### src/rtl/main_ctrl_fsm_pkg.sv
// Shared control encodings for the multicycle RISC-V core: opcodes, FSM states
// and the mux/ALUOp codes consumed by the ALU decoder and the datapath.
package riscv_ctrl_pkg;

    localparam int unsigned CTRL_STATE_W = 4;
    localparam int unsigned CTRL_OP_W    = 7;

    localparam logic [CTRL_OP_W-1:0] OP_LOAD  = 7'b0000011;
    localparam logic [CTRL_OP_W-1:0] OP_STORE = 7'b0100011;
    localparam logic [CTRL_OP_W-1:0] OP_RTYPE = 7'b0110011;
    localparam logic [CTRL_OP_W-1:0] OP_ITYPE = 7'b0010011;
    localparam logic [CTRL_OP_W-1:0] OP_JAL   = 7'b1101111;
    localparam logic [CTRL_OP_W-1:0] OP_BEQ   = 7'b1100011;
    localparam logic [CTRL_OP_W-1:0] OP_LUI   = 7'b0110111;

    typedef enum logic [CTRL_STATE_W-1:0] {
        S_FETCH    = 4'd0,
        S_DECODE   = 4'd1,
        S_MEMADR   = 4'd2,
        S_MEMREAD  = 4'd3,
        S_MEMWB    = 4'd4,
        S_MEMWRITE = 4'd5,
        S_EXECR    = 4'd6,
        S_ALUWB    = 4'd7,
        S_EXECI    = 4'd8,
        S_JAL      = 4'd9,
        S_BEQ      = 4'd10,
        S_LUI      = 4'd11
    } ctrlState_t;

    typedef enum logic [1:0] {
        SRCA_PC    = 2'b00,
        SRCA_OLDPC = 2'b01,
        SRCA_RS1   = 2'b10,
        SRCA_ZERO  = 2'b11
    } srcA_t;

    typedef enum logic [1:0] {
        SRCB_RS2  = 2'b00,
        SRCB_IMM  = 2'b01,
        SRCB_FOUR = 2'b10
    } srcB_t;

    typedef enum logic [1:0] {
        ALUOP_ADD   = 2'b00,
        ALUOP_SUB   = 2'b01,
        ALUOP_FUNCT = 2'b10
    } aluOp_t;

    typedef enum logic [1:0] {
        RES_ALUOUT    = 2'b00,
        RES_DATA      = 2'b01,
        RES_ALURESULT = 2'b10
    } resultSrc_t;

    function automatic logic isSupportedOp(input logic [CTRL_OP_W-1:0] op);
        case (op)
            OP_LOAD, OP_STORE, OP_RTYPE, OP_ITYPE,
            OP_JAL, OP_BEQ, OP_LUI: return 1'b1;
            default:                return 1'b0;
        endcase
    endfunction

endpackage

### src/rtl/main_ctrl_fsm_if.sv
// Control bundle between the main control FSM (master) and the datapath /
// ALU decoder (slave).
interface main_ctrl_fsm_if #(
    parameter int unsigned STATE_W = 4,
    parameter int unsigned OP_W    = 7
);
    logic [OP_W-1:0]    op;
    logic               mem_ready;
    logic [1:0]         alu_src_a;
    logic [1:0]         alu_src_b;
    logic [1:0]         alu_op;
    logic [1:0]         result_src;
    logic               adr_src;
    logic               ir_write;
    logic               pc_update;
    logic               branch;
    logic               reg_write;
    logic               mem_write;
    logic               illegal_op;
    logic [STATE_W-1:0] state_o;

    modport master (
        input  op, mem_ready,
        output alu_src_a, alu_src_b, alu_op, result_src, adr_src,
               ir_write, pc_update, branch, reg_write, mem_write,
               illegal_op, state_o
    );

    modport slave (
        output op, mem_ready,
        input  alu_src_a, alu_src_b, alu_op, result_src, adr_src,
               ir_write, pc_update, branch, reg_write, mem_write,
               illegal_op, state_o
    );
endinterface

### src/rtl/main_ctrl_fsm.sv
// Multicycle RISC-V main control FSM: sequences fetch/decode/execute/writeback
// and drives datapath enables, mux selects and ALUOp.
module main_ctrl_fsm
    import riscv_ctrl_pkg::*;
#(
    parameter int unsigned STATE_W = 4,
    parameter int unsigned OP_W    = 7
) (
    input  logic            clk,
    input  logic            reset,
    main_ctrl_fsm_if.master bus
);

    ctrlState_t            state;
    logic [OP_W-1:0]       opIn;
    logic [CTRL_OP_W-1:0]  opc;
    logic                  memReady;

    assign opIn     = bus.op;
    assign opc      = opIn[CTRL_OP_W-1:0];
    assign memReady = bus.mem_ready;

    always_ff @(posedge clk) begin
        if (reset) begin
            state <= S_FETCH;
        end else begin
            case (state)
                S_FETCH:    state <= memReady ? S_DECODE : S_FETCH;
                S_DECODE: begin
                    case (opc)
                        OP_LOAD, OP_STORE: state <= S_MEMADR;
                        OP_RTYPE:          state <= S_EXECR;
                        OP_ITYPE:          state <= S_EXECI;
                        OP_JAL:            state <= S_JAL;
                        OP_BEQ:            state <= S_BEQ;
                        OP_LUI:            state <= S_LUI;
                        default:           state <= S_FETCH;
                    endcase
                end
                S_MEMADR:   state <= opc[5] ? S_MEMWRITE : S_MEMREAD;
                S_MEMREAD:  state <= memReady ? S_MEMWB : S_MEMREAD;
                S_MEMWB:    state <= S_FETCH;
                S_MEMWRITE: state <= memReady ? S_FETCH : S_MEMWRITE;
                S_EXECR:    state <= S_ALUWB;
                S_EXECI:    state <= S_ALUWB;
                S_ALUWB:    state <= S_FETCH;
                S_JAL:      state <= S_ALUWB;
                S_BEQ:      state <= S_FETCH;
                S_LUI:      state <= S_ALUWB;
                default:    state <= S_FETCH;
            endcase
        end
    end

    // Reset overrides the decoded state so no write can leak out while reset
    // is high, even on the cycle before the register has been cleared.
    always_comb begin
        bus.alu_src_a  = SRCA_PC;
        bus.alu_src_b  = SRCB_RS2;
        bus.alu_op     = ALUOP_ADD;
        bus.result_src = RES_ALUOUT;
        bus.adr_src    = 1'b0;
        bus.ir_write   = 1'b0;
        bus.pc_update  = 1'b0;
        bus.branch     = 1'b0;
        bus.reg_write  = 1'b0;
        bus.mem_write  = 1'b0;
        bus.illegal_op = 1'b0;
        if (reset) begin
            bus.alu_src_b  = SRCB_FOUR;
            bus.result_src = RES_ALURESULT;
        end else begin
            case (state)
                S_FETCH: begin
                    bus.alu_src_b  = SRCB_FOUR;
                    bus.result_src = RES_ALURESULT;
                    bus.ir_write   = memReady;
                    bus.pc_update  = memReady;
                end
                S_DECODE: begin
                    bus.alu_src_a  = SRCA_OLDPC;
                    bus.alu_src_b  = SRCB_IMM;
                    bus.illegal_op = ~isSupportedOp(opc);
                end
                S_MEMADR: begin
                    bus.alu_src_a = SRCA_RS1;
                    bus.alu_src_b = SRCB_IMM;
                end
                S_MEMREAD: bus.adr_src = 1'b1;
                S_MEMWB: begin
                    bus.result_src = RES_DATA;
                    bus.reg_write  = 1'b1;
                end
                S_MEMWRITE: begin
                    bus.adr_src   = 1'b1;
                    bus.mem_write = 1'b1;
                end
                S_EXECR: begin
                    bus.alu_src_a = SRCA_RS1;
                    bus.alu_op    = ALUOP_FUNCT;
                end
                S_EXECI: begin
                    bus.alu_src_a = SRCA_RS1;
                    bus.alu_src_b = SRCB_IMM;
                    bus.alu_op    = ALUOP_FUNCT;
                end
                S_ALUWB: bus.reg_write = 1'b1;
                S_JAL: begin
                    bus.alu_src_a = SRCA_OLDPC;
                    bus.alu_src_b = SRCB_FOUR;
                    bus.pc_update = 1'b1;
                end
                S_BEQ: begin
                    bus.alu_src_a = SRCA_RS1;
                    bus.alu_op    = ALUOP_SUB;
                    bus.branch    = 1'b1;
                end
                S_LUI: begin
                    bus.alu_src_a = SRCA_ZERO;
                    bus.alu_src_b = SRCB_IMM;
                end
                default: bus.illegal_op = 1'b1;
            endcase
        end
    end

    assign bus.state_o = STATE_W'(state);

endmodule
### src/flat_wrapper.sv
// flat-port wrapper written by rule: the top's interface ports become plain ports
module main_ctrl_fsm_flat import riscv_ctrl_pkg::*;
#(
    parameter int unsigned STATE_W = 4,
    parameter int unsigned OP_W    = 7
)
  (clk, reset, bus_op, bus_mem_ready, bus_alu_src_a, bus_alu_src_b, bus_alu_op, bus_result_src, bus_adr_src, bus_ir_write, bus_pc_update, bus_branch, bus_reg_write, bus_mem_write, bus_illegal_op, bus_state_o);
  main_ctrl_fsm_if #(.STATE_W(STATE_W), .OP_W(OP_W)) bus_i ();
  input  logic clk;
  input  logic reset;
  input wire logic [$bits(bus_i.op)-1:0] bus_op;
  input wire logic [$bits(bus_i.mem_ready)-1:0] bus_mem_ready;
  output wire logic [$bits(bus_i.alu_src_a)-1:0] bus_alu_src_a;
  output wire logic [$bits(bus_i.alu_src_b)-1:0] bus_alu_src_b;
  output wire logic [$bits(bus_i.alu_op)-1:0] bus_alu_op;
  output wire logic [$bits(bus_i.result_src)-1:0] bus_result_src;
  output wire logic [$bits(bus_i.adr_src)-1:0] bus_adr_src;
  output wire logic [$bits(bus_i.ir_write)-1:0] bus_ir_write;
  output wire logic [$bits(bus_i.pc_update)-1:0] bus_pc_update;
  output wire logic [$bits(bus_i.branch)-1:0] bus_branch;
  output wire logic [$bits(bus_i.reg_write)-1:0] bus_reg_write;
  output wire logic [$bits(bus_i.mem_write)-1:0] bus_mem_write;
  output wire logic [$bits(bus_i.illegal_op)-1:0] bus_illegal_op;
  output wire logic [$bits(bus_i.state_o)-1:0] bus_state_o;
  assign bus_i.op = bus_op;
  assign bus_i.mem_ready = bus_mem_ready;
  assign bus_alu_src_a = bus_i.alu_src_a;
  assign bus_alu_src_b = bus_i.alu_src_b;
  assign bus_alu_op = bus_i.alu_op;
  assign bus_result_src = bus_i.result_src;
  assign bus_adr_src = bus_i.adr_src;
  assign bus_ir_write = bus_i.ir_write;
  assign bus_pc_update = bus_i.pc_update;
  assign bus_branch = bus_i.branch;
  assign bus_reg_write = bus_i.reg_write;
  assign bus_mem_write = bus_i.mem_write;
  assign bus_illegal_op = bus_i.illegal_op;
  assign bus_state_o = bus_i.state_o;
  main_ctrl_fsm #(.STATE_W(STATE_W), .OP_W(OP_W)) u_core (.clk(clk), .reset(reset), .bus(bus_i));
endmodule
### config.mk
export PLATFORM = sky130hd
export DESIGN_NAME = main_ctrl_fsm_flat
export DESIGN_NICKNAME = d
export VERILOG_FILES = /design/src/rtl/main_ctrl_fsm_pkg.sv /design/src/rtl/main_ctrl_fsm_if.sv /design/src/rtl/main_ctrl_fsm.sv /design/src/flat_wrapper.sv
export SDC_FILE = /design/constraint.sdc
export NUM_CORES = 1
export LEC_CHECK = 0
export CORE_MARGIN = 5
export CORE_UTILIZATION = 43
export CTS_CLUSTER_DIAMETER = 40
export DETAILED_ROUTE_END_ITERATION = 8
export GPL_TIMING_DRIVEN = 0
export HOLD_SLACK_MARGIN = 0.06
export MAX_ROUTING_LAYER = met4
export PLACE_DENSITY = 0.81
export SLEW_MARGIN = 5
export SYNTH_ARGS = -nofsm -noshare
export SYNTH_HDL_FRONTEND = slang
export SYNTH_SLANG_ARGS = --single-unit
### constraint.sdc
create_clock -name clk -period 3.3 [get_ports clk]
set_input_delay 0.33 -clock clk [delete_from_list [all_inputs] [get_ports clk]]
set_output_delay 0.33 -clock clk [all_outputs]
set_load 0.02 [all_outputs]
## Yosys cells after proc, flatten, opt, wreduce, memory -nomap -nowiden

Cells that the tools add are included.

| storage, ports and cells | value |
|---|---|
| register bits | 4 |
| input bits | 10 |
| output and inout bits | 19 |
| word-level logic and storage cells | 63 |

| operators by class | value |
|---|---|
| equal/unequal tests | 18 |
| multiplexer cells | 31 |
| bitwise gates (word level) | 1 |
| reductions and logical operators | 12 |

Operators by type and width:

| cell | number |
|---|---|
| 4-bit one-hot mux with 6 select lines | 2 |
| 7-bit by 6-bit == test with 1-bit output, second input constant | 3 |
| 4-bit by 3-bit == test with 1-bit output, second input constant | 4 |
| 4-bit == test, second input constant | 4 |
| 1-bit 2-to-1 mux | 16 |
| 7-bit == test, second input constant | 2 |
| 2-bit one-hot mux with 2 select lines | 3 |
| 2-bit OR reduction | 6 |
| 4-bit OR reduction | 3 |
| 11-bit OR reduction | 1 |
| 3-bit 2-to-1 mux | 3 |
| 4-bit by 2-bit == test with 1-bit output, second input constant | 2 |
| 2-bit 2-to-1 mux | 4 |
| 7-bit by 2-bit == test with 1-bit output, second input constant | 1 |
| 7-bit by 5-bit == test with 1-bit output, second input constant | 1 |
| 7-bit OR reduction | 1 |
| 2-bit one-hot mux with 3 select lines | 1 |
| 4-bit by 1-bit == test with 1-bit output, second input constant | 1 |
| 4-bit zero test | 1 |
| 1-bit one-hot mux with 2 select lines | 2 |
| 1-bit inverter | 1 |

## Longest topological paths before layout

| logic depth | value |
|---|---|
| depth after elaboration | 8 |
| depth in mapped cells | 5 |
| mapped depth without buffers | 4 |

## Worst setup path after synthesis

No wires, ideal clock.

| path | value |
|---|---|
| path type | flip-flop to output port |
| start | register u_core.state[0] (netlist: u_core.bus.state_o[0]) |
| end | output bus_pc_update |
| data arrival time | 1570 ps |
| data required time | 2970 ps |
| setup slack | 1400 ps |
| stages on the path, launching flop included | 4 |
| path buffers | 1 |
| cell sequence | dfxtp_1 -> clkbuf_1 -> mux2i_1 -> nor4_1 |

| on the way | value |
|---|---|
| longest elaborated chain between the ends | 3 |
| elaborated cells between the ends (all ways) | 4 |
| classes of those cells | eq/ne (1); mux (2); reduce/logical (1) |

Ends and longest elaborated chain:

| element | RTL line | text |
|---|---|---|
| start, declared | main_ctrl_fsm.sv:14 | `ctrlState_t state;` |
| start signal, assigned | main_ctrl_fsm.sv:28 | `S_FETCH: state <= memReady ? S_DECODE : S_FETCH;` |
| start signal, assigned | main_ctrl_fsm.sv:40 | `S_MEMADR: state <= opc[5] ? S_MEMWRITE : S_MEMREAD;` |
| start signal, assigned | main_ctrl_fsm.sv:41 | `S_MEMREAD: state <= memReady ? S_MEMWB : S_MEMREAD;` |
| 4-bit == test / 4-bit zero test (equally long branches) | main_ctrl_fsm.sv:73 | `case (state)` |
| 1-bit one-hot mux with 2 select lines * | main_ctrl_fsm.sv:73 |  |
| 1-bit 2-to-1 mux * | main_ctrl_fsm.sv:69 | `if (reset) begin` |
| end, declared | flat_wrapper.sv:19 | `output wire logic [$bits(bus_i.pc_update)-1:0] bus_pc_update;` |

Every way passes the cells marked *; elsewhere a longest branch is shown, timed or not.

## Final worst setup path

| path | value |
|---|---|
| start | input bus_op[3] |
| end | output bus_illegal_op |

| on the way | value |
|---|---|
| longest elaborated chain between the ends | 8 |
| elaborated cells between the ends (all ways) | 14 |
| classes of those cells | eq/ne (7); mux (5); bitwise (1); reduce/logical (1) |

Ends and longest elaborated chain:

| element | RTL line | text |
|---|---|---|
| start, declared | flat_wrapper.sv:11 | `input wire logic [$bits(bus_i.op)-1:0] bus_op;` |
| 7-bit by 2-bit == test with 1-bit output, or another cell as far along | main_ctrl_fsm_pkg.sv:57 | `case (op)` |
| 7-bit OR reduction * | main_ctrl_fsm_pkg.sv:57 |  |
| 1-bit 2-to-1 mux * | main_ctrl_fsm_pkg.sv:57 |  |
| 1-bit 2-to-1 mux * | main_ctrl_fsm.sv:73 |  |
| 1-bit 2-to-1 mux * | main_ctrl_fsm.sv:69 |  |
| 1-bit inverter * | main_ctrl_fsm.sv:83 | `bus.illegal_op = ~isSupportedOp(opc);` |
| 1-bit one-hot mux with 2 select lines * | main_ctrl_fsm.sv:73 |  |
| 1-bit 2-to-1 mux * | main_ctrl_fsm.sv:69 |  |
| end, declared | flat_wrapper.sv:23 | `output wire logic [$bits(bus_i.illegal_op)-1:0] bus_illegal_op;` |

Every way passes the cells marked *; elsewhere a longest branch is shown, timed or not. The select of a mux whose other input is x is not followed.

==> results.cfg <==
[clocking]
root_buffer = clkbuf_4
insertion_delay_ns = 0.23
numClockSinks = 4
htreeDepth = 1
cts.reportedPaths.clkPinSlew_ns = 0.03
post_cts_resized = 0
post-cts-setup-buffers = 0
cts_tree = built
numCtsBuffers = 3
hold_buffers = 0
clockBufferDepth = 2

[detailed_routing]
drc = 0
wire_per_inst_um = 13.0
wl_met3_um = 150
viasPerCell = 5.75
routed_wl_um = 1840
drt-initial-drc-count = 22
highest_layer = met3
wl_met2_um = 907
vias = 817
ant_nets = 0
drt-met1-wl_um = 784
dr.pass1.iters = 4

[critical_path]
required_ns = 2.97
arrival_ns = 2.50
crit_start = bus_op[3]
path_max_fanout = 7
worstSetupPathType = input pin to output pin
end_kind = output pin
critPathLaunchType = input pin
reg2reg_from = u_core.bus.state_o[0]$_SDFF_PP0_

[timing]
hold_viol = 0
timing.hold.ws_ns = 0.676
max_clock_freq_mhz = 354
finalSetupViolCount = 0
finalCriticalPeriod_ns = 2.83
fin_ws_ns = 0.472
slew_headroom = 0.711
maxSlewViolCount = 0
rsz0062_at_grt = no
tns_ns = 0
worst_pin_slew_ns = 0.433
finClkSkew_ns = 0.00517
timing.final.crit_share = 0.857

[global_routing]
antenna_found_initial = 0
grt_pass1_wl_um = 3040
grt_max_degree = 11
grt_pass1_vias = 738
gr-total-overflow = 0
track_usage = 0.155

[power]
power_uw = 184
leakagePower_nw = 0.349
p_int_uw = 125
swShare = 0.320
peakVddDrop_v = 0.000258
p_switching_uw = 58.9
p_seq_frac = 0.286
p_clk_frac = 0.320
powerDensity_nw_per_um2 = 192
pwr-share-comb = 0.394

[die]
ios = 29
die_h_um = 48.5
core_area_um2 = 1350
start_util = 0.472
dieArea_um2 = 2350
die_w_um = 48.5
row_count = 13

[job]
cap_violations = 0

[synthesis]
syn_nets = 106
yosysTopAreaCell = dfxtp_1
ys_async_sr_fraction = 0
synthXorXnorAreaFrac = 0.0413
synth_top_family_by_area = simple AND/OR/NAND/NOR gates
synth_compound_area_frac = 0.250
yosysUniqueCellTypes = 35
yosysWarnings = 0
ys_top_cells_by_area = dfxtp_1 13%, nor3_1 7.1%, nand2_1 6.5%
synthAdderAreaFrac = 0
ys_ff_latch = 4
synthCells = 96
syn_area_per_cell_um2 = 6.63
synth_simple_gate_area_share = 0.466
yosysTopAreaCellShare = 0.126
syn-cell-area_um2 = 637
synthMuxAreaShare = 0.0314
ys.flop_type = dfxtp_1
synth_edf_count = 0
ys_seq_area_frac = 0.126

[final_layout]
multi_input_area_um2 = 502
synthToLayoutAreaGrowth_pct = 50.5
nets = 139
fillCellCount = 127
drive_above_1_share = 0.0472
seqCellArea_um2 = 80.1
final_cell_mix = 28 x clkdlybuf4s50_1, 11 x nand2_1, 9 x nor3_1
layout_commonest_cell = clkdlybuf4s50_1
largest_reg_flops = 4
finalInstanceArea_um2 = 958
diodes = 0

[place]
place_hpwl_um = 1460
port_buffers = 28
dpl_worst_slack_ns = 0.466
dpl_cell_area_um2 = 936
place.gp.congestion = 0.856

[worst_hold_path]
min_from = u_core.bus.state_o[3]$_SDFF_PP0_
holdCritPathClass = flip-flop to flip-flop

[outcome]
status = finished clean
## path summary, 6_finish.rpt
| check | to | slack [ns] | cells after the start |
|---|---|---|---|
| setup / recovery | bus_illegal_op | 0.47 | 6 |
| hold / removal | u_core.bus.state_o[3]$_SDFF_PP0_ | 0.68 | 3 |
| setup reg to reg | u_core.bus.state_o[2]$_SDFF_PP0_ | 1.75 | 4 |
| hold reg to reg | u_core.bus.state_o[3]$_SDFF_PP0_ | 0.68 | 3 |
## stage by stage
stage	util	cells
2_1_floorplan	-	96
3_3_place_gp	0.693	139
3_5_place_dp	0.693	139
4_1_cts	0.710	142
5_1_grt	0.710	142
6_report	0.710	142
## worst max-delay path, cell delays in order
cell             delay [ns]
clkdlybuf4s50_1        0.52
or4b_1                 0.55
o22a_1                 0.23
and3_1                 0.15
a31o_1                 0.18
clkdlybuf4s50_1        0.53
## cells by family (layout without fill, tap and decap cells)
logic type,after synthesis,in the layout
buffers and inverters,10,41
AO/OA/AOI/OAI,23,23
multiplexers,2,2
AND/OR/NAND/NOR,54,54
flip-flops,4,4
XOR/XNOR,3,3
## power by group through the flow
stage | clock network, mW | registers [mW] | logic, mW
floorplan | 0 | 0.0540 | 0.0369
global placement | 0 | 0.0531 | 0.0716
detailed placement | 0 | 0.0533 | 0.0724
CTS | 0.0620 | 0.0525 | 0.0726
global route | 0.0673 | 0.0527 | 0.0783
finish | 0.0589 | 0.0526 | 0.0726
## synth_stat cells, drive strengths merged, types with 2 or more instances
library cell,instances
a21oi,6
and3,3
clkbuf,4
dfxtp,4
inv,5
mux2i,2
nand2,11
nand2b,2
nand3,3
nand3b,2
nor2,8
nor2b,6
nor3,9
nor4,4
o21a,2
o21ai,3
o31a,3
xnor2,3
## layout make-up
class                   count  area share
plain buffers               5      0.0379
clock buffers               3      0.0235
inverters                   5      0.0196
multi-input cells          82       0.523
flip-flops and latches      4      0.0836
well taps                  15      0.0196
repair buffers             28       0.292
## metal layers
| layer | vias to the layer above | GRT usage |
|---|---|---|
| met1 | 365 | 0.175 |
| li1 | 419 | - |
| met5 | - | - |
| met2 | 33 | 0.270 |
| met4 | 0 | 0.0135 |
| met3 | 0 | 0.0550 |
Power figures use the tool's default switching activity.
